**src/rtl/apb_i2c_pkg.sv**
```systemverilog
`default_nettype none
// ============================================================================
// Module      : apb_i2c_pkg
// Description : Shared definitions for the APB I2C master controller:
//               register offsets, CTRL/STATUS bit positions, the sequencer
//               state encoding and command-entry field widths.
// Revision    : 1.0 - initial release
// ============================================================================
package apb_i2c_pkg;

    // Register offsets relative to BASE_ADDR
    localparam logic [4:0] c_OFS_CTRL   = 5'h00;
    localparam logic [4:0] c_OFS_WDATA  = 5'h04;
    localparam logic [4:0] c_OFS_CMD    = 5'h08;
    localparam logic [4:0] c_OFS_STATUS = 5'h0C;
    localparam logic [4:0] c_OFS_RDATA  = 5'h10;

    // CTRL bits
    localparam int c_CTRL_EN     = 0;
    localparam int c_CTRL_IRQ_EN = 1;
    localparam int c_CTRL_HALT   = 2;
    localparam int c_CTRL_FLUSH  = 3;

    // STATUS bits; [11:8] are sticky, write-1-to-clear
    localparam int c_ST_BUSY      = 0;
    localparam int c_ST_CMD_EMPTY = 1;
    localparam int c_ST_CMD_FULL  = 2;
    localparam int c_ST_RD_EMPTY  = 3;
    localparam int c_ST_RD_FULL   = 4;
    localparam int c_ST_NACK      = 8;
    localparam int c_ST_CMD_OVF   = 9;
    localparam int c_ST_RD_OVF    = 10;
    localparam int c_ST_RD_UNF    = 11;

    // CMD register fields
    localparam int c_CMD_RH_WL    = 31;
    localparam int c_CMD_BIT_CTRL = 30;

    // Command entry = {rh_wl, bit_ctrl, addr[15:0], wdata}
    localparam int c_I2C_ADDR_W = 16;
    localparam int c_CMD_HDR_W  = 2 + c_I2C_ADDR_W;

    typedef enum logic [1:0] {
        S_IDLE  = 2'd0,
        S_ISSUE = 2'd1,
        S_WAIT  = 2'd2
    } i2c_state_e;

endpackage
`default_nettype wire

```
**src/rtl/i2c_sync_fifo.sv**
```systemverilog
`default_nettype none
// ============================================================================
// Module      : i2c_sync_fifo
// Description : Single-clock first-word-fall-through FIFO with flush.
//               Ports: clk, rst_n (sync, active-low), i_push/i_wdata,
//               i_pop, i_flush, o_rdata (head), o_full, o_empty.
//               A push into a full FIFO is accepted only when a pop frees
//               the slot in the same cycle; flush overrides push and pop.
// Revision    : 1.0 - initial release
// ============================================================================
module i2c_sync_fifo #(
    parameter int WIDTH = 8,
    parameter int DEPTH = 4
) (
    input  logic             clk,
    input  logic             rst_n,
    input  logic             i_push,
    input  logic             i_pop,
    input  logic             i_flush,
    input  logic [WIDTH-1:0] i_wdata,
    output logic [WIDTH-1:0] o_rdata,
    output logic             o_full,
    output logic             o_empty
);
    localparam int c_AW = $clog2(DEPTH);

    logic [c_AW:0]      r_wr_ptr;
    logic [c_AW:0]      r_rd_ptr;
    logic [WIDTH-1:0]   r_mem [DEPTH];
    logic               w_do_push;
    logic               w_do_pop;

    // Extra pointer MSB distinguishes full from empty
    assign o_empty   = (r_wr_ptr == r_rd_ptr);
    assign o_full    = (r_wr_ptr[c_AW] != r_rd_ptr[c_AW]) &&
                       (r_wr_ptr[c_AW-1:0] == r_rd_ptr[c_AW-1:0]);
    assign w_do_pop  = i_pop & ~o_empty;
    assign w_do_push = i_push & (~o_full | w_do_pop);
    assign o_rdata   = r_mem[r_rd_ptr[c_AW-1:0]];

    always_ff @(posedge clk) begin
        if (!rst_n || i_flush) begin
            r_wr_ptr <= '0;
            r_rd_ptr <= '0;
        end else begin
            if (w_do_push) r_wr_ptr <= r_wr_ptr + 1'b1;
            if (w_do_pop)  r_rd_ptr <= r_rd_ptr + 1'b1;
        end
    end

    // Storage needs no reset: the empty flag guards every read of it
    always_ff @(posedge clk) begin
        if (rst_n && !i_flush && w_do_push)
            r_mem[r_wr_ptr[c_AW-1:0]] <= i_wdata;
    end

endmodule
`default_nettype wire

```
**src/rtl/apb_i2c_master_ctrl.sv**
```systemverilog
`default_nettype none
// ============================================================================
// Module      : apb_i2c_master_ctrl
// Description : APB3 slave that queues I2C commands and sequences them into
//               the I2C master core.
//               APB side : i_apb_psel/penable/pwrite/paddr/pwdata in,
//                          o_apb_prdata/pready/pslverr out, o_irq out.
//               Core side: m_i2c_wvalid/bit_ctrl/rh_wl/addr/wdata out,
//                          m_i2c_wready/rdata/rvalid/done/ack in.
//               Clock apb_clk, reset apb_rstn (synchronous, active-low).
// Revision    : 1.0 - initial release
// ============================================================================
module apb_i2c_master_ctrl
    import apb_i2c_pkg::*;
#(
    parameter logic [31:0] BASE_ADDR = 32'h43C0_0000,
    parameter int          APB_ABIT  = 32,
    parameter int          CMD_DEPTH = 4,
    parameter int          RD_DEPTH  = 4,
    parameter int          WR_BITS   = 1,
    parameter int          RD_BITS   = 1
) (
    input  logic                  apb_clk,
    input  logic                  apb_rstn,
    input  logic                  i_apb_psel,
    input  logic                  i_apb_penable,
    input  logic                  i_apb_pwrite,
    input  logic [APB_ABIT-1:0]   i_apb_paddr,
    input  logic [31:0]           i_apb_pwdata,
    output logic [31:0]           o_apb_prdata,
    output logic                  o_apb_pready,
    output logic                  o_apb_pslverr,
    output logic                  o_irq,
    output logic                  m_i2c_wvalid,
    input  logic                  m_i2c_wready,
    output logic                  m_i2c_bit_ctrl,
    output logic                  m_i2c_rh_wl,
    output logic [15:0]           m_i2c_addr,
    output logic [WR_BITS*8-1:0]  m_i2c_wdata,
    input  logic [RD_BITS*8-1:0]  m_i2c_rdata,
    input  logic                  m_i2c_rvalid,
    input  logic                  m_i2c_done,
    input  logic                  m_i2c_ack
);
    localparam int c_WR_W  = WR_BITS * 8;
    localparam int c_RD_W  = RD_BITS * 8;
    localparam int c_CMD_W = c_CMD_HDR_W + c_WR_W;

    // ---------------- APB decode ----------------
    logic [APB_ABIT-1:0] w_offset;
    logic [4:0]          w_ofs;
    logic                w_acc, w_wr, w_in_range, w_mapped;
    logic                w_wr_ctrl, w_wr_wdata, w_wr_cmd, w_wr_status, w_rd_rdata;

    assign w_acc       = i_apb_psel & i_apb_penable;
    assign w_wr        = w_acc & i_apb_pwrite;
    assign w_offset    = i_apb_paddr - APB_ABIT'(BASE_ADDR);
    assign w_in_range  = (w_offset[APB_ABIT-1:5] == '0);
    assign w_ofs       = w_offset[4:0];
    assign w_mapped    = w_in_range &&
                         (w_ofs == c_OFS_CTRL   || w_ofs == c_OFS_WDATA ||
                          w_ofs == c_OFS_CMD    || w_ofs == c_OFS_STATUS ||
                          w_ofs == c_OFS_RDATA);
    assign w_wr_ctrl   = w_wr & w_in_range & (w_ofs == c_OFS_CTRL);
    assign w_wr_wdata  = w_wr & w_in_range & (w_ofs == c_OFS_WDATA);
    assign w_wr_cmd    = w_wr & w_in_range & (w_ofs == c_OFS_CMD);
    assign w_wr_status = w_wr & w_in_range & (w_ofs == c_OFS_STATUS);
    assign w_rd_rdata  = w_acc & ~i_apb_pwrite & w_in_range & (w_ofs == c_OFS_RDATA);

    assign o_apb_pready  = 1'b1;
    assign o_apb_pslverr = w_acc & ~w_mapped;

    // ---------------- Registers ----------------
    logic              r_en, r_irq_en, r_halt;
    logic [c_WR_W-1:0] r_wdata;
    logic              r_nack, r_cmd_ovf, r_rd_ovf, r_rd_unf;
    logic              w_flush;
    logic [3:0]        w_w1c;
    i2c_state_e        r_state, w_state_nxt;

    assign w_flush = w_wr_ctrl & i_apb_pwdata[c_CTRL_FLUSH];
    assign w_w1c   = w_wr_status ? i_apb_pwdata[c_ST_RD_UNF:c_ST_NACK] : 4'b0;

    // ---------------- FIFOs ----------------
    logic               w_cmd_push, w_cmd_pop, w_cmd_full, w_cmd_empty;
    logic [c_CMD_W-1:0] w_cmd_din, w_cmd_head;
    logic               w_rd_push, w_rd_pop, w_rd_full, w_rd_empty;
    logic [c_RD_W-1:0]  w_rd_head;

    assign w_cmd_push = w_wr_cmd;
    assign w_cmd_din  = {i_apb_pwdata[c_CMD_RH_WL], i_apb_pwdata[c_CMD_BIT_CTRL],
                         i_apb_pwdata[c_I2C_ADDR_W-1:0], r_wdata};
    // Core responses count only while a transaction is outstanding, so
    // stray pulses after a reset are ignored
    assign w_rd_push  = m_i2c_rvalid & (r_state == S_WAIT);
    assign w_rd_pop   = w_rd_rdata & ~w_rd_empty;

    i2c_sync_fifo #(.WIDTH(c_CMD_W), .DEPTH(CMD_DEPTH)) u_cmd_fifo (
        .clk(apb_clk), .rst_n(apb_rstn), .i_push(w_cmd_push), .i_pop(w_cmd_pop),
        .i_flush(w_flush), .i_wdata(w_cmd_din), .o_rdata(w_cmd_head),
        .o_full(w_cmd_full), .o_empty(w_cmd_empty)
    );

    i2c_sync_fifo #(.WIDTH(c_RD_W), .DEPTH(RD_DEPTH)) u_rd_fifo (
        .clk(apb_clk), .rst_n(apb_rstn), .i_push(w_rd_push), .i_pop(w_rd_pop),
        .i_flush(w_flush), .i_wdata(m_i2c_rdata), .o_rdata(w_rd_head),
        .o_full(w_rd_full), .o_empty(w_rd_empty)
    );

    // Overflow only when no same-cycle pop frees a slot; flush discards the push
    logic w_set_nack, w_set_cmd_ovf, w_set_rd_ovf, w_set_rd_unf;
    assign w_set_nack    = m_i2c_done & m_i2c_ack & (r_state == S_WAIT);
    assign w_set_cmd_ovf = w_cmd_push & w_cmd_full & ~w_cmd_pop & ~w_flush;
    assign w_set_rd_ovf  = w_rd_push & w_rd_full & ~w_rd_pop & ~w_flush;
    assign w_set_rd_unf  = w_rd_rdata & w_rd_empty;

    always_ff @(posedge apb_clk) begin
        if (!apb_rstn) begin
            r_en      <= 1'b0;
            r_irq_en  <= 1'b0;
            r_halt    <= 1'b0;
            r_wdata   <= '0;
            r_nack    <= 1'b0;
            r_cmd_ovf <= 1'b0;
            r_rd_ovf  <= 1'b0;
            r_rd_unf  <= 1'b0;
        end else begin
            if (w_wr_ctrl) begin
                r_en     <= i_apb_pwdata[c_CTRL_EN];
                r_irq_en <= i_apb_pwdata[c_CTRL_IRQ_EN];
                r_halt   <= i_apb_pwdata[c_CTRL_HALT];
            end
            if (w_wr_wdata) r_wdata <= i_apb_pwdata[c_WR_W-1:0];
            // Hardware set beats a simultaneous write-1-to-clear
            r_nack    <= w_set_nack    | (r_nack    & ~w_w1c[0]);
            r_cmd_ovf <= w_set_cmd_ovf | (r_cmd_ovf & ~w_w1c[1]);
            r_rd_ovf  <= w_set_rd_ovf  | (r_rd_ovf  & ~w_w1c[2]);
            r_rd_unf  <= w_set_rd_unf  | (r_rd_unf  & ~w_w1c[3]);
        end
    end

    // ---------------- Sequencer ----------------
    always_ff @(posedge apb_clk) begin
        if (!apb_rstn) r_state <= S_IDLE;
        else           r_state <= w_state_nxt;
    end

    always_comb begin
        w_state_nxt = r_state;
        w_cmd_pop   = 1'b0;
        unique case (r_state)
            S_IDLE: begin
                if (r_en && !w_cmd_empty && !(r_halt && r_nack)) begin
                    w_cmd_pop   = 1'b1;
                    w_state_nxt = S_ISSUE;
                end
            end
            S_ISSUE: if (m_i2c_wready) w_state_nxt = S_WAIT;
            S_WAIT:  if (m_i2c_done)   w_state_nxt = S_IDLE;
            default: w_state_nxt = S_IDLE;
        endcase
    end

    // Command fields are captured on the pop and held through ISSUE/WAIT
    always_ff @(posedge apb_clk) begin
        if (!apb_rstn) begin
            m_i2c_rh_wl    <= 1'b0;
            m_i2c_bit_ctrl <= 1'b0;
            m_i2c_addr     <= '0;
            m_i2c_wdata    <= '0;
        end else if (w_cmd_pop) begin
            {m_i2c_rh_wl, m_i2c_bit_ctrl, m_i2c_addr, m_i2c_wdata} <= w_cmd_head;
        end
    end

    assign m_i2c_wvalid = (r_state == S_ISSUE);
    assign o_irq = r_irq_en & (~w_rd_empty | r_nack | r_cmd_ovf | r_rd_ovf);

    // ---------------- Read mux ----------------
    logic [31:0] w_status;
    always_comb begin
        w_status                 = '0;
        w_status[c_ST_BUSY]      = (r_state != S_IDLE);
        w_status[c_ST_CMD_EMPTY] = w_cmd_empty;
        w_status[c_ST_CMD_FULL]  = w_cmd_full;
        w_status[c_ST_RD_EMPTY]  = w_rd_empty;
        w_status[c_ST_RD_FULL]   = w_rd_full;
        w_status[c_ST_NACK]      = r_nack;
        w_status[c_ST_CMD_OVF]   = r_cmd_ovf;
        w_status[c_ST_RD_OVF]    = r_rd_ovf;
        w_status[c_ST_RD_UNF]    = r_rd_unf;
    end

    always_comb begin
        o_apb_prdata = '0;
        if (w_acc && w_in_range) begin
            case (w_ofs)
                c_OFS_CTRL:   o_apb_prdata[2:0] = {r_halt, r_irq_en, r_en};
                c_OFS_WDATA:  o_apb_prdata[c_WR_W-1:0] = r_wdata;
                c_OFS_STATUS: o_apb_prdata = w_status;
                c_OFS_RDATA:  if (!w_rd_empty) o_apb_prdata[c_RD_W-1:0] = w_rd_head;
                default:      o_apb_prdata = '0;
            endcase
        end
    end

    // Most write-data bits are don't-care for any given register
    logic w_unused;
    assign w_unused = &{1'b0, i_apb_pwdata};

endmodule
`default_nettype wire

```
**config.mk**
```make
export PLATFORM = sky130hd
export DESIGN_NAME = apb_i2c_master_ctrl
export DESIGN_NICKNAME = d
export VERILOG_FILES = /design/src/rtl/apb_i2c_pkg.sv /design/src/rtl/i2c_sync_fifo.sv /design/src/rtl/apb_i2c_master_ctrl.sv
export SDC_FILE = /design/constraint.sdc
export NUM_CORES = 1
export LEC_CHECK = 0
export CAP_MARGIN = 20
export CORE_MARGIN = 5
export CORE_UTILIZATION = 45
export CTS_CLUSTER_DIAMETER = 60
export DETAILED_ROUTE_END_ITERATION = 8
export MAX_ROUTING_LAYER = met4
export PLACE_DENSITY = 0.71
export SYNTH_ARGS = -nofsm -noshare
export SYNTH_HDL_FRONTEND = slang
export SYNTH_SLANG_ARGS = --single-unit
```
**constraint.sdc**
```tcl
create_clock -name apb_clk -period 7.7 [get_ports apb_clk]
set_input_delay 1.54 -clock apb_clk [delete_from_list [all_inputs] [get_ports apb_clk]]
set_output_delay 1.54 -clock apb_clk [all_outputs]
set_load 0.05 [all_outputs]
```
---- Yosys cells after proc, flatten, opt, wreduce, memory -nomap -nowiden ----
Memories as Yosys holds them, arrays and structs flattened. A register that Yosys moved wholly into a read port is not among the register bits.
Cells that the tools add are included.
cells by class
  equal/unequal tests ..................... 15
  bitwise logic cells ..................... 54
  reductions and logical operators ........ 25
  mux-type cells .......................... 18
  $add $sub $neg .......................... 5
operators by type and width
  kind                                                  count
  bitwise AND 1 bit                                     32
  subtractor 32 x 31 -> 32 bit (second input constant)  1
  zero test 27 bit                                      1
  case mux 5 bit (3 select lines)                       1
  inverter 1 bit                                        13
  adder 3 x 1 -> 3 bit (second input constant)          4
  2-to-1 mux 12 bit                                     1
  case mux 3 bit (4 select lines)                       1
  == test 5 x 4 -> 1 bit (second input constant)        2
  logical AND 1 bit                                     10
  2-to-1 mux 2 bit                                      5
  bitwise OR 1 bit                                      9
  2-to-1 mux 4 bit                                      2
  2-to-1 mux 8 bit                                      1
  == test 3 bit                                         2
  2-to-1 mux 1 bit                                      6
  case mux 2 bit (3 select lines)                       1
  == test 5 x 3 -> 1 bit (second input constant)        1
  == test 5 bit (second input constant)                 1
  zero test 1 bit                                       5
  zero test 5 bit                                       1
  logical OR 1 bit                                      5
  == test 2 bit                                         2
  inequality test 2 bit (second input constant)         2
  other kinds (7)                                       8
word-level totals
  memories ................................ 2
  output and inout bits ................... 62
  register bits after elaboration ......... 29
  bits in writable memories ............... 136
  word-level logic and storage cells ...... 132
  input bits .............................. 81
memory list
  name              words  width  read ports  clocked after Yosys merged registers in  wr ports  line                 RTL
  u_cmd_fifo.r_mem  4      26     1           1                                        1         i2c_sync_fifo.sv:29  logic [WIDTH-1:0] r_mem [DEPTH];
  u_rd_fifo.r_mem   4      8      1           1                                        1         i2c_sync_fifo.sv:29

---- Longest topological paths before layout ----
Gate-level depths: netlist of the first run.
  depth in word-level cells ............... 12
  gate-level depth with buffers ........... 8
  gate-level depth less buffers ........... 7

---- Cells and area by module ----
From an unflattened synthesis of the first run, not the netlist that was laid out.
unflattened totals
  cell total of the unflattened synthesis .. 633
  area total of the unflattened synthesis .. 8425.6 um^2
modules (own cells, without submodules)
  module                      seq. area each (um^2)  cells an instance  times used  area an instance (um^2)
  i2c_sync_fifo (u_cmd_fifo)  3283.1                 199                1           4280.4
  apb_i2c_master_ctrl         860.8                  329                1           2456.1
  i2c_sync_fifo (u_rd_fifo)   1121.1                 105                1           1689.1

---- Worst setup path after synthesis of the first run ----
OpenSTA, ideal clock, no wires.
  path kind ............................... in2out
  start ................................... in i_apb_paddr[3]
  end ..................................... out o_apb_prdata[1]
  cell stages on the path ................. 6
  buffers on the path ..................... 1
  path slack .............................. 2.705 ns
  required time ........................... 6.160 ns
  arrival time ............................ 3.455 ns
  path through ............................ buf_2 -> nor4_2 -> nand2_1 -> nor2_1 -> a22oi_1 -> a31oi_1
on the way
  cells in the longest elaborated chain, start to end .. 4
RTL lines
  what                                                                  line                                                    RTL
  start, declared                                                       apb_i2c_master_ctrl.sv:28                               input logic [APB_ABIT-1:0] i_apb_paddr,
  subtractor 32 x 31 -> 32 bit (*)                                      apb_i2c_master_ctrl.sv:57                               assign w_offset = i_apb_paddr - APB_ABIT'(BASE_ADDR);
  == test 5 bit (tied with other cells)                                 apb_i2c_master_ctrl.sv:197                              case (w_ofs)
  case mux 3 bit (4 select lines) or logical AND 1 bit (tied branches)  apb_i2c_master_ctrl.sv:197, apb_i2c_master_ctrl.sv:196
  2-to-1 mux 12 bit (*)                                                 apb_i2c_master_ctrl.sv:196                              if (w_acc && w_in_range) begin
  end, declared                                                         apb_i2c_master_ctrl.sv:30                               output logic [31:0] o_apb_prdata,
Mark *: on every way between the ends. The rest lies on a longest branch, timed or not.

---- Worst setup path after layout of the first run ----
  start ................................... in i_apb_paddr[26]
  end ..................................... out o_apb_prdata[10]
on the way
  cells in the longest elaborated chain, start to end .. 4
RTL lines
  what                          line                        RTL
  subtractor 32 x 31 -> 32 bit  apb_i2c_master_ctrl.sv:57
  zero test 27 bit              apb_i2c_master_ctrl.sv:58   assign w_in_range = (w_offset[APB_ABIT-1:5] == '0);
  logical AND 1 bit             apb_i2c_master_ctrl.sv:196
  2-to-1 mux 12 bit             apb_i2c_master_ctrl.sv:196
No other way between the ends.

==> results.json, run 1 <==
{
  "cp_common_cell": "clkdlybuf4s50_1",
  "post_cts_buffers": 0,
  "sw_frac_of_total_pct": 22.0,
  "ys_ff_latch": 193,
  "chipWidth_um": 144,
  "ant_nets": 0,
  "drc": 0,
  "p_leak_nw": 3.28,
  "synth_edf_count": 136,
  "yosys-top-cells-area": "edfxtp_1 50%, dfxtp_1 14%, mux4_2 9.4%",
  "layout.area.seq_sq_mm": 0.00523,
  "ir_drop_uv": 164,
  "drt_pass1_iterations": 5,
  "synth_area_leader_cell": "edfxtp_1",
  "critical_path_class": "primary input to output pin",
  "drt_wl_total_mm": 17.3,
  "cpLargestDelayFamily": "simple AND/OR/NAND/NOR gates",
  "cp.depth": 8,
  "synth_cell_types": 60,
  "min_period_ns": 6.22,
  "clk_pin_slew_ns": 0.07,
  "slew-limit-headroom_pct": 41.6,
  "worst_pin_slew_ns": 0.870,
  "start_util_pct": 45.4,
  "final_cell_mix": "136 x edfxtp_1, 107 x clkdlybuf4s50_1, 68 x nand2_1, 56 x dfxtp_1, 37 x nor2_1",
  "hpwl_mm": 12.0,
  "grt_util_all_layers_pct": 17.7,
  "dieArea_sq_mm": 0.0208,
  "cpPeakStageDelay_ns": 0.82,
  "synth_top_area_share_pct": 50.4,
  "cellPowerDensity_mw_per_mm2": 205,
  "reg2regPathDepth": 7,
  "finalPower_mw": 2.05,
  "place_congestion": 0.917,
  "clock_latency_ns": 0.43,
  "hold_depth": 2,
  "setup_viol": 0,
  "critPathBufInv": 2,
  "layout_commonest_cell": "edfxtp_1",
  "cts_buffers": 17,
  "reg2reg_to": "u_rd_fifo.r_mem[3][0]",
  "hold_path_class": "register to register",
  "antenna_cells": 0,
  "p_clk_share_pct": 41.6,
  "avgViaCountPerCell": 5.40,
  "multi_input_area_sq_mm": 0.00265,
  "drt_iter0_drc": 332,
  "grt_pass1_wl_mm": 27.1,
  "hold_viol_final": 0,
  "cp-end-kind": "output pin",
  "tritoncts": "yes",
  "drv_cap": 0,
  "status": "finished clean",
  "io_pins": 143,
  "ys_warn_count": 0,
  "cp_max_fo": 7,
  "cp_slowest_cell": "clkdlybuf4s50_1",
  "whs_endpoint": "m_i2c_addr[13]",
  "clock-sinks": 193,
  "cp.required_ns": 6.16,
  "clock_skew_ns": 0.00801,
  "cts_buffer_depth": 2,
  "hp-start": "m_i2c_addr[13]",
  "r2r_slack_ns": 4.92,
  "netlist_instances": 569,
  "tns_ns": 0,
  "grt_max_degree": 30,
  "grt_pass1_vias": 5125,
  "reg2reg_from": "r_state[1]",
  "internal_power_mw": 1.60,
  "layout.nets": 776,
  "syn2layout_area_growth_pct": 23.0,
  "grt_antenna_before_repair": 0,
  "route.vias.total": 5001,
  "drv_slew": 0,
  "wl_per_cell_um": 18.7,
  "rsz0062_at_grt": "false",
  "p_switching_mw": 0.450,
  "grt-ovfl-total": 0,
  "ys.flop_type": "edfxtp_1",
  "final_layout_size_suffix_gt1_share_pct": 14.9,
  "row_count": 49,
  "fin_crit_sh_pct": 80.8,
  "cts.hold.buffers_added": 0,
  "fmax_mhz": 161,
  "htree_levels": 4,
  "timing.hold.ws_ns": 0.455,
  "dp_cells": 893,
  "synthArstFlopShare_pct": 0,
  "fin_util_pct": 55.9,
  "synth_area_per_cell_sq_um": 14.2,
  "layout.cells.non_filler": 926,
  "synth-seq-area-share_pct": 64.4,
  "fill_cells": 1400,
  "core_area_sq_mm": 0.0178,
  "dieHeight_um": 144,
  "cts_resized": 0,
  "seq_power_share_pct": 54.0,
  "crit_chain": "clkdlybuf4s50_1, nor3_2, nor4b_2, or3_1, nand4_2, nor2_1, and2_1, clkdlybuf4s50_1",
  "cp.arrival_ns": 4.68,
  "syn_area_sq_mm": 0.00811,
  "cts_root_buf": "clkbuf_16",
  "io_buffers": 107,
  "startpoint_type": "primary input",
  "combPwrFrac_pct": 4.4
}
-- power groups by stage --
stage	clock [mW]	combinational (mW)	sequential (mW)
6_report	0.851	0.0902	1.10
5_1_grt	0.905	0.0958	1.10
4_1_cts	0.862	0.0900	1.10
3_5_place_dp	0	0.0898	1.13
3_3_place_gp	0	0.0874	1.13
2_1_floorplan	0	0.0489	1.13
-- through the flow --
step                      instance area, sq um  setup slack (ns)
final                                     9970              1.48
after global routing                      9970              1.24
after CTS                                 9950              1.47
after detailed placement                  9380              1.48
after global placement                    9350              1.56
after floorplan                           8180              2.70
-- metal layers --
| metal | track usage (%) | share of wire, % |
|---|---|---|
| met2 | 29.2 | 50 |
| met1 | 22.0 | 42 |
| met4 | 6.14 | 1.9 |
| met3 | 3.24 | 6.7 |
| met5 | - | 0 |
-- state kept, by name (all words and copies together), names as in the netlist, 2 cells and up, named ones only --
name	cells
m_i2c_addr	16
m_i2c_wdata	8
r_state	2
r_wdata	8
u_cmd_fifo.r_mem	104
u_cmd_fifo.r_rd_ptr	3
u_cmd_fifo.r_wr_ptr	3
u_rd_fifo.r_mem	32
u_rd_fifo.r_rd_ptr	3
u_rd_fifo.r_wr_ptr	3
-- area by class of cell --
class,instances,share of cell area [%]
inverters,13,0.489
flip-flops and latches,193,52.4
clock buffers,17,4.27
clock inverters,15,1.52
well taps,229,2.87
repair buffers,120,11.8
multi-input cells,339,26.6
-- worst min-delay path, stage by stage, from the launching register on --
cell and delay [ns]:
dfxtp_1 0.31, nand2_1 0.05, a21oi_1 0.05
-- worst max path at each step --
stage / start / slack, ns / endpoint
finish: i_apb_paddr[26] / 1.48 / o_apb_prdata[10]
global route: i_apb_paddr[26] / 1.24 / o_apb_prdata[10]
CTS: i_apb_paddr[26] / 1.47 / o_apb_prdata[10]
detailed placement: i_apb_paddr[26] / 1.48 / o_apb_prdata[10]
global placement: i_apb_paddr[26] / 1.56 / o_apb_prdata[10]
floorplan: i_apb_paddr[3] / 2.70 / o_apb_prdata[1]
-- synthesized netlist by cell type, types with 2 or more instances --
master,n
edfxtp_1,136
nand2_1,68
dfxtp_1,57
nor2_1,37
a21oi_1,36
mux4_2,34
buf_4,22
mux2i_1,16
inv_1,13
nor3_1,12
ha_1,11
and2_1,9
buf_2,9
clkbuf_1,8
a22oi_1,6
nand3_1,6
xnor2_1,6
xor2_1,6
a21o_1,5
and3_1,5
a31oi_1,4
nand4_2,4
nor4_1,4
or3_1,4
a211oi_1,3
buf_1,3
nand2b_1,3
nor2b_1,3
nor3_2,3
conb_1,2
nand4_1,2
nor4_2,2
nor4b_2,2
o21a_1,2
-- cells by family (layout without fill, tap and decap cells) --
logic type | Yosys count | count (layout) | share of synthesized area (%)
xor gates and xnor gates | 12 | 12 | 1.30
buffers and inverters | 56 | 165 | 3.77
adders and majority gates | 11 | 11 | 1.70
DFF | 193 | 193 | 64.4
other | 2 | 21 | 0.0926
and+or+nand+nor | 175 | 175 | 11.6
AOI/OAI and AO/OA | 70 | 70 | 5.66
muxes | 50 | 50 | 11.4
No activity file was read; power rests on OpenSTA's default activity.
==> run 2: changes to the inputs <==
==> constraint.sdc (replaced) <==
create_clock -name apb_clk -period 6.4 [get_ports apb_clk]
set_input_delay 1.28 -clock apb_clk [delete_from_list [all_inputs] [get_ports apb_clk]]
set_output_delay 1.28 -clock apb_clk [all_outputs]
set_load 0.05 [all_outputs]
==> run 2 against run 1 <==
Against the previous run: hold slack about the same; combinational power increased by 20%; critical endpoint unchanged; via count decreased by 1.2%; first-iteration DRC count decreased by 6.6%; power increased by 22%; non-clock buffer count unchanged; register-to-register slack got worse by 1.2 ns.
==> results.json, run 2 (same netlist as run 1, synthesis figures left out) <==
{
  "largest_reg_flops": 104,
  "rsz0062_at_grt": "false",
  "pre_cts_slack_ns": 0.702,
  "reg2reg_to": "u_rd_fifo.r_mem[1][0]",
  "ant_nets": 0,
  "start_util_pct": 45.4,
  "cpLargestDelayFamily": "simple AND/OR/NAND/NOR gates",
  "fmax_mhz": 175,
  "dieArea_sq_mm": 0.0208,
  "fin_crit_sh_pct": 89.2,
  "status": "finished clean",
  "worst_pin_slew_ns": 0.789,
  "htree_levels": 4,
  "drt_iter0_drc": 310,
  "drc": 0,
  "tns_ns": 0,
  "layout_commonest_cell": "edfxtp_1",
  "cp.arrival_ns": 4.43,
  "critPathBufInv": 2,
  "finalPower_mw": 2.50,
  "avgViaCountPerCell": 5.33,
  "io_buffers": 107,
  "placed_cell_area_sq_mm": 0.00938,
  "final_cell_mix": "136 x edfxtp_1, 107 x clkdlybuf4s50_1, 68 x nand2_1, 56 x dfxtp_1, 37 x nor2_1",
  "startpoint_type": "primary input",
  "cts_root_buf": "clkbuf_16",
  "timing.hold.ws_ns": 0.455,
  "hold_path_class": "register to register",
  "p_leak_nw": 3.29,
  "core_area_sq_mm": 0.0178,
  "whs_endpoint": "m_i2c_addr[13]",
  "clock-sinks": 193,
  "clk_pin_slew_ns": 0.07,
  "route.vias.total": 4939,
  "fill_cells": 1399,
  "layout.cells.non_filler": 926,
  "drv_slew": 0,
  "cp_common_cell": "clkdlybuf4s50_1",
  "cp.required_ns": 5.12,
  "clock_latency_ns": 0.43,
  "place_congestion": 0.914,
  "grt-ovfl-total": 0,
  "drt_pass1_iterations": 5,
  "io_pins": 143,
  "grt_antenna_before_repair": 0,
  "critical_path_class": "primary input to output pin",
  "cts_resized": 0,
  "crit_chain": "clkdlybuf4s50_1, nor3_2, nor4b_2, or3_1, nand4_2, nor2_1, and2_1, clkdlybuf4s50_1",
  "cts_buffer_depth": 2,
  "post_cts_buffers": 0,
  "cpPeakStageDelay_ns": 0.82,
  "chipWidth_um": 144,
  "dieHeight_um": 144,
  "final_layout_size_suffix_gt1_share_pct": 14.9,
  "hpwl_mm": 12.0,
  "grt_max_degree": 30,
  "drt_wl_total_mm": 17.2,
  "r2r_slack_ns": 3.69,
  "hp-start": "m_i2c_addr[13]",
  "clock_skew_ns": 0.00847,
  "fin_util_pct": 55.9,
  "cellPowerDensity_mw_per_mm2": 251,
  "drv_cap": 0,
  "fin_ws_ns": 0.691,
  "row_count": 49,
  "cp.depth": 8,
  "reg2reg_from": "r_state[1]",
  "dp_cells": 894,
  "setup_viol": 0,
  "cp_max_fo": 7,
  "slew-limit-headroom_pct": 47.0,
  "grt_util_all_layers_pct": 17.8,
  "cp-end-kind": "output pin",
  "layout.nets": 776,
  "grt_pass1_vias": 5198,
  "grt_pass1_wl_mm": 27.3,
  "antenna_cells": 0,
  "cp_slowest_cell": "clkdlybuf4s50_1",
  "wl_per_cell_um": 18.6,
  "min_period_ns": 5.71,
  "final_area_sq_mm": 0.00998,
  "cts_buffers": 17,
  "reg2regPathDepth": 7,
  "tritoncts": "yes",
  "cts.hold.buffers_added": 0,
  "ir_drop_uv": 213,
  "hold_viol_final": 0,
  "syn2layout_area_growth_pct": 23.1,
  "hold_depth": 2
}
==> run 2: changes by cell type in the layout (fill, tap and decap cells not counted) <==
cell / delta
buf_12: -1
clkinv_2: +1
clkinv_4: -1
clkinvlp_4: -3
buf_4: +1
inv_6: +3
bufinv_16: +1
inv_8: -1
==> run 2: tightest hold or removal path, delay by kind of cell, from the launching register on <==
kind	cells	cell delay (ns)
AOI/OAI and AO/OA	1	0.05
DFF	1	0.31
and+or+nand+nor	1	0.05
==> run 2: cell type report <==
cell class / instances / area (sq um) / share of cell area, %
flip-flops and latches: 193 / 5230 / 52.4
multi-input cells: 339 / 2650 / 26.6
repair buffers: 120 / 1170 / 11.7
clock buffers: 17 / 425 / 4.26
well taps: 229 / 287 / 2.87
clock inverters: 15 / 170 / 1.71
inverters: 13 / 48.8 / 0.489
==> run 2: worst max-delay path by stage <==
stage / startpoint / to / slack (ns)
floorplan: i_apb_paddr[3] / o_apb_prdata[1] / 1.92
global placement: i_apb_paddr[26] / o_apb_prdata[10] / 0.78
detailed placement: i_apb_paddr[26] / o_apb_prdata[10] / 0.70
CTS: i_apb_paddr[26] / o_apb_prdata[10] / 0.69
global route: i_apb_paddr[26] / o_apb_prdata[10] / 0.48
finish: i_apb_paddr[26] / o_apb_prdata[10] / 0.69
==> run 2: metal layers <==
metal | wire (um) | up-vias | global-route usage, %
met1 | 7220 | 2419 | 22.0
met2 | 8610 | 174 | 29.5
met3 | 1090 | 25 | 4.10
met4 | 259 | 0 | 5.45
met5 | 0 | - | -
li1 | - | 2321 | -
==> run 2: power breakdown <==
part,internal [mW],switching [mW]
clock network,0.586,0.475
registers,1.33,0.0000000000121
logic,0.0432,0.0652
total,1.96,0.541
==> run 3: changes to the inputs <==
--- a/config.mk
+++ b/config.mk
@@ -5,8 +5,8 @@
 export SDC_FILE = /design/constraint.sdc
 export NUM_CORES = 1
 export LEC_CHECK = 0
-export CAP_MARGIN = 20
-export CORE_MARGIN = 5
+export CAP_MARGIN = 25
+export CORE_MARGIN = 1
 export CORE_UTILIZATION = 45
 export CTS_CLUSTER_DIAMETER = 60
 export DETAILED_ROUTE_END_ITERATION = 8
==> run 3 against run 2 <==
Against the previous run: design area about the same; combinational power about the same; clock power about the same; critical endpoint is now o_apb_prdata[3]; critical path depth unchanged.
==> results.json, run 3 (same netlist as run 1, synthesis figures left out) <==
{
  "syn2layout_area_growth_pct": 23.0,
  "slew-limit-headroom_pct": 50.7,
  "reg2regPathDepth": 7,
  "cp.arrival_ns": 4.42,
  "chipWidth_um": 136,
  "min_period_ns": 5.70,
  "drv_slew": 0,
  "antenna_cells": 0,
  "cp.required_ns": 5.12,
  "grt_util_all_layers_pct": 20.3,
  "post_cts_buffers": 0,
  "cts_buffers": 17,
  "grt_pass1_vias": 5062,
  "fmax_mhz": 176,
  "clock_latency_ns": 0.43,
  "dieArea_sq_mm": 0.0186,
  "cp-end-kind": "output pin",
  "ir_drop_uv": 237,
  "cts_resized": 0,
  "layout_commonest_cell": "edfxtp_1",
  "grt-ovfl-total": 0,
  "sw_frac_of_total_pct": 20.3,
  "hold_depth": 2,
  "core_area_sq_mm": 0.0174,
  "cellPowerDensity_mw_per_mm2": 250,
  "drc": 0,
  "cts_root_buf": "clkbuf_16",
  "route.vias.total": 5006,
  "setup_viol": 0,
  "p_leak_nw": 3.29,
  "drt_pass1_iterations": 4,
  "fill_cells": 1367,
  "clock_skew_ns": 0.0101,
  "drt_iter0_drc": 280,
  "seq_power_share_pct": 53.4,
  "drt_wl_total_mm": 16.7,
  "drv_cap": 0,
  "avgViaCountPerCell": 5.42,
  "row_count": 48,
  "place_congestion": 0.905,
  "final_area_sq_mm": 0.00998,
  "hold_viol_final": 0,
  "tritoncts": "yes",
  "ant_nets": 0,
  "cts.hold.buffers_added": 0,
  "startpoint_type": "primary input",
  "internal_power_mw": 1.99,
  "grt_pass1_wl_mm": 27.0,
  "grt_max_degree": 30,
  "status": "finished clean",
  "htree_levels": 4,
  "clock-sinks": 193,
  "clk_pin_slew_ns": 0.06,
  "critical_path_class": "primary input to output pin",
  "io_pins": 143,
  "start_util_pct": 46.6,
  "dieHeight_um": 136,
  "placed_cell_area_sq_mm": 0.00939,
  "p_clk_share_pct": 42.3,
  "cts_buffer_depth": 2,
  "layout.nets": 777,
  "hold_path_class": "register to register",
  "worst_pin_slew_ns": 0.734,
  "wl_per_cell_um": 18.1,
  "final_cell_mix": "136 x edfxtp_1, 107 x clkdlybuf4s50_1, 68 x nand2_1, 56 x dfxtp_1, 37 x nor2_1",
  "largest_reg_flops": 104,
  "fin_crit_sh_pct": 89.0,
  "hpwl_mm": 11.4,
  "p_switching_mw": 0.507,
  "io_buffers": 107,
  "cp_max_fo": 7,
  "combPwrFrac_pct": 4.3,
  "tns_ns": 0,
  "grt_antenna_before_repair": 0,
  "final_layout_size_suffix_gt1_share_pct": 14.6,
  "rsz0062_at_grt": "false"
}
run 3: cell count changes in the layout (fill, tap and decap cells not counted), sizes merged:
cell | previous run | this run
clkbuf | 17 | 18
inv | 20 | 15
bufinv | 2 | 3
clkinvlp | 2 | 3
clkinv | 4 | 6
buf | 13 | 14
run 3: power by group through the flow:
stage,Sequential (mW),Combinational (mW),Clock (mW)
floorplan,1.36,0.0588,0
global placement,1.36,0.105,0
detailed placement,1.36,0.108,0
CTS,1.33,0.108,1.07
global route,1.33,0.116,1.13
finish,1.33,0.108,1.05
run 3: worst max-delay path, cell delays in order:
cell             delay, ns
clkdlybuf4s50_1       0.55
nor3_2                0.30
nor4b_2               0.31
or3_1                 0.39
nand4_2               0.29
a21o_1                0.32
nor2_1                0.16
clkdlybuf4s50_1       0.82
run 3: metal layers:
layer  wire, um  vias up  GRT usage (%)  part of all wire (%)
met5          0        -              -                     0
met4        199        0           5.99                   1.2
met3        780       16           4.40                   4.7
met2       8470      159           33.1                    51
met1       7260     2502           25.6                    43
li1           -     2329              -                     -
run 3: final cells by class:
class / count / area (sq um) / share of cell area, %
clock buffer: 18 / 429 / 4.30
clock inverter: 14 / 161 / 1.62
inverter: 13 / 48.8 / 0.489
multi-input combinational: 339 / 2650 / 26.6
sequential: 193 / 5230 / 52.4
tap: 225 / 282 / 2.82
timing repair buffer: 121 / 1180 / 11.8
run 3: worst paths after layout:
| check | startpoint | endpoint | slack [ns] |
|---|---|---|---|
| worst min-delay path | m_i2c_wdata[7] | m_i2c_wdata[7] | 0.45 |
| worst max register to register | r_state[1] | u_rd_fifo.r_mem[0][6] | 3.73 |
| worst min register to register | m_i2c_wdata[7] | m_i2c_wdata[7] | 0.45 |
| worst max-delay path | i_apb_paddr[26] | o_apb_prdata[3] | 0.70 |
run 3: through the flow:
stage / hold slack [ns] / setup WS, ns / util [%] / total power [mW] / cells
6_report: 0.452 / 0.704 / 57.3 / 2.49 / 923
5_1_grt: 0.472 / 0.579 / 57.3 / 2.58 / 923
4_1_cts: 0.455 / 0.707 / 57.3 / 2.51 / 923
3_5_place_dp: 0.446 / 0.732 / 53.9 / 1.47 / 891
3_3_place_gp: 0.443 / 0.799 / 53.7 / 1.46 / 887
2_1_floorplan: 0.469 / 1.92 / - / 1.42 / 588
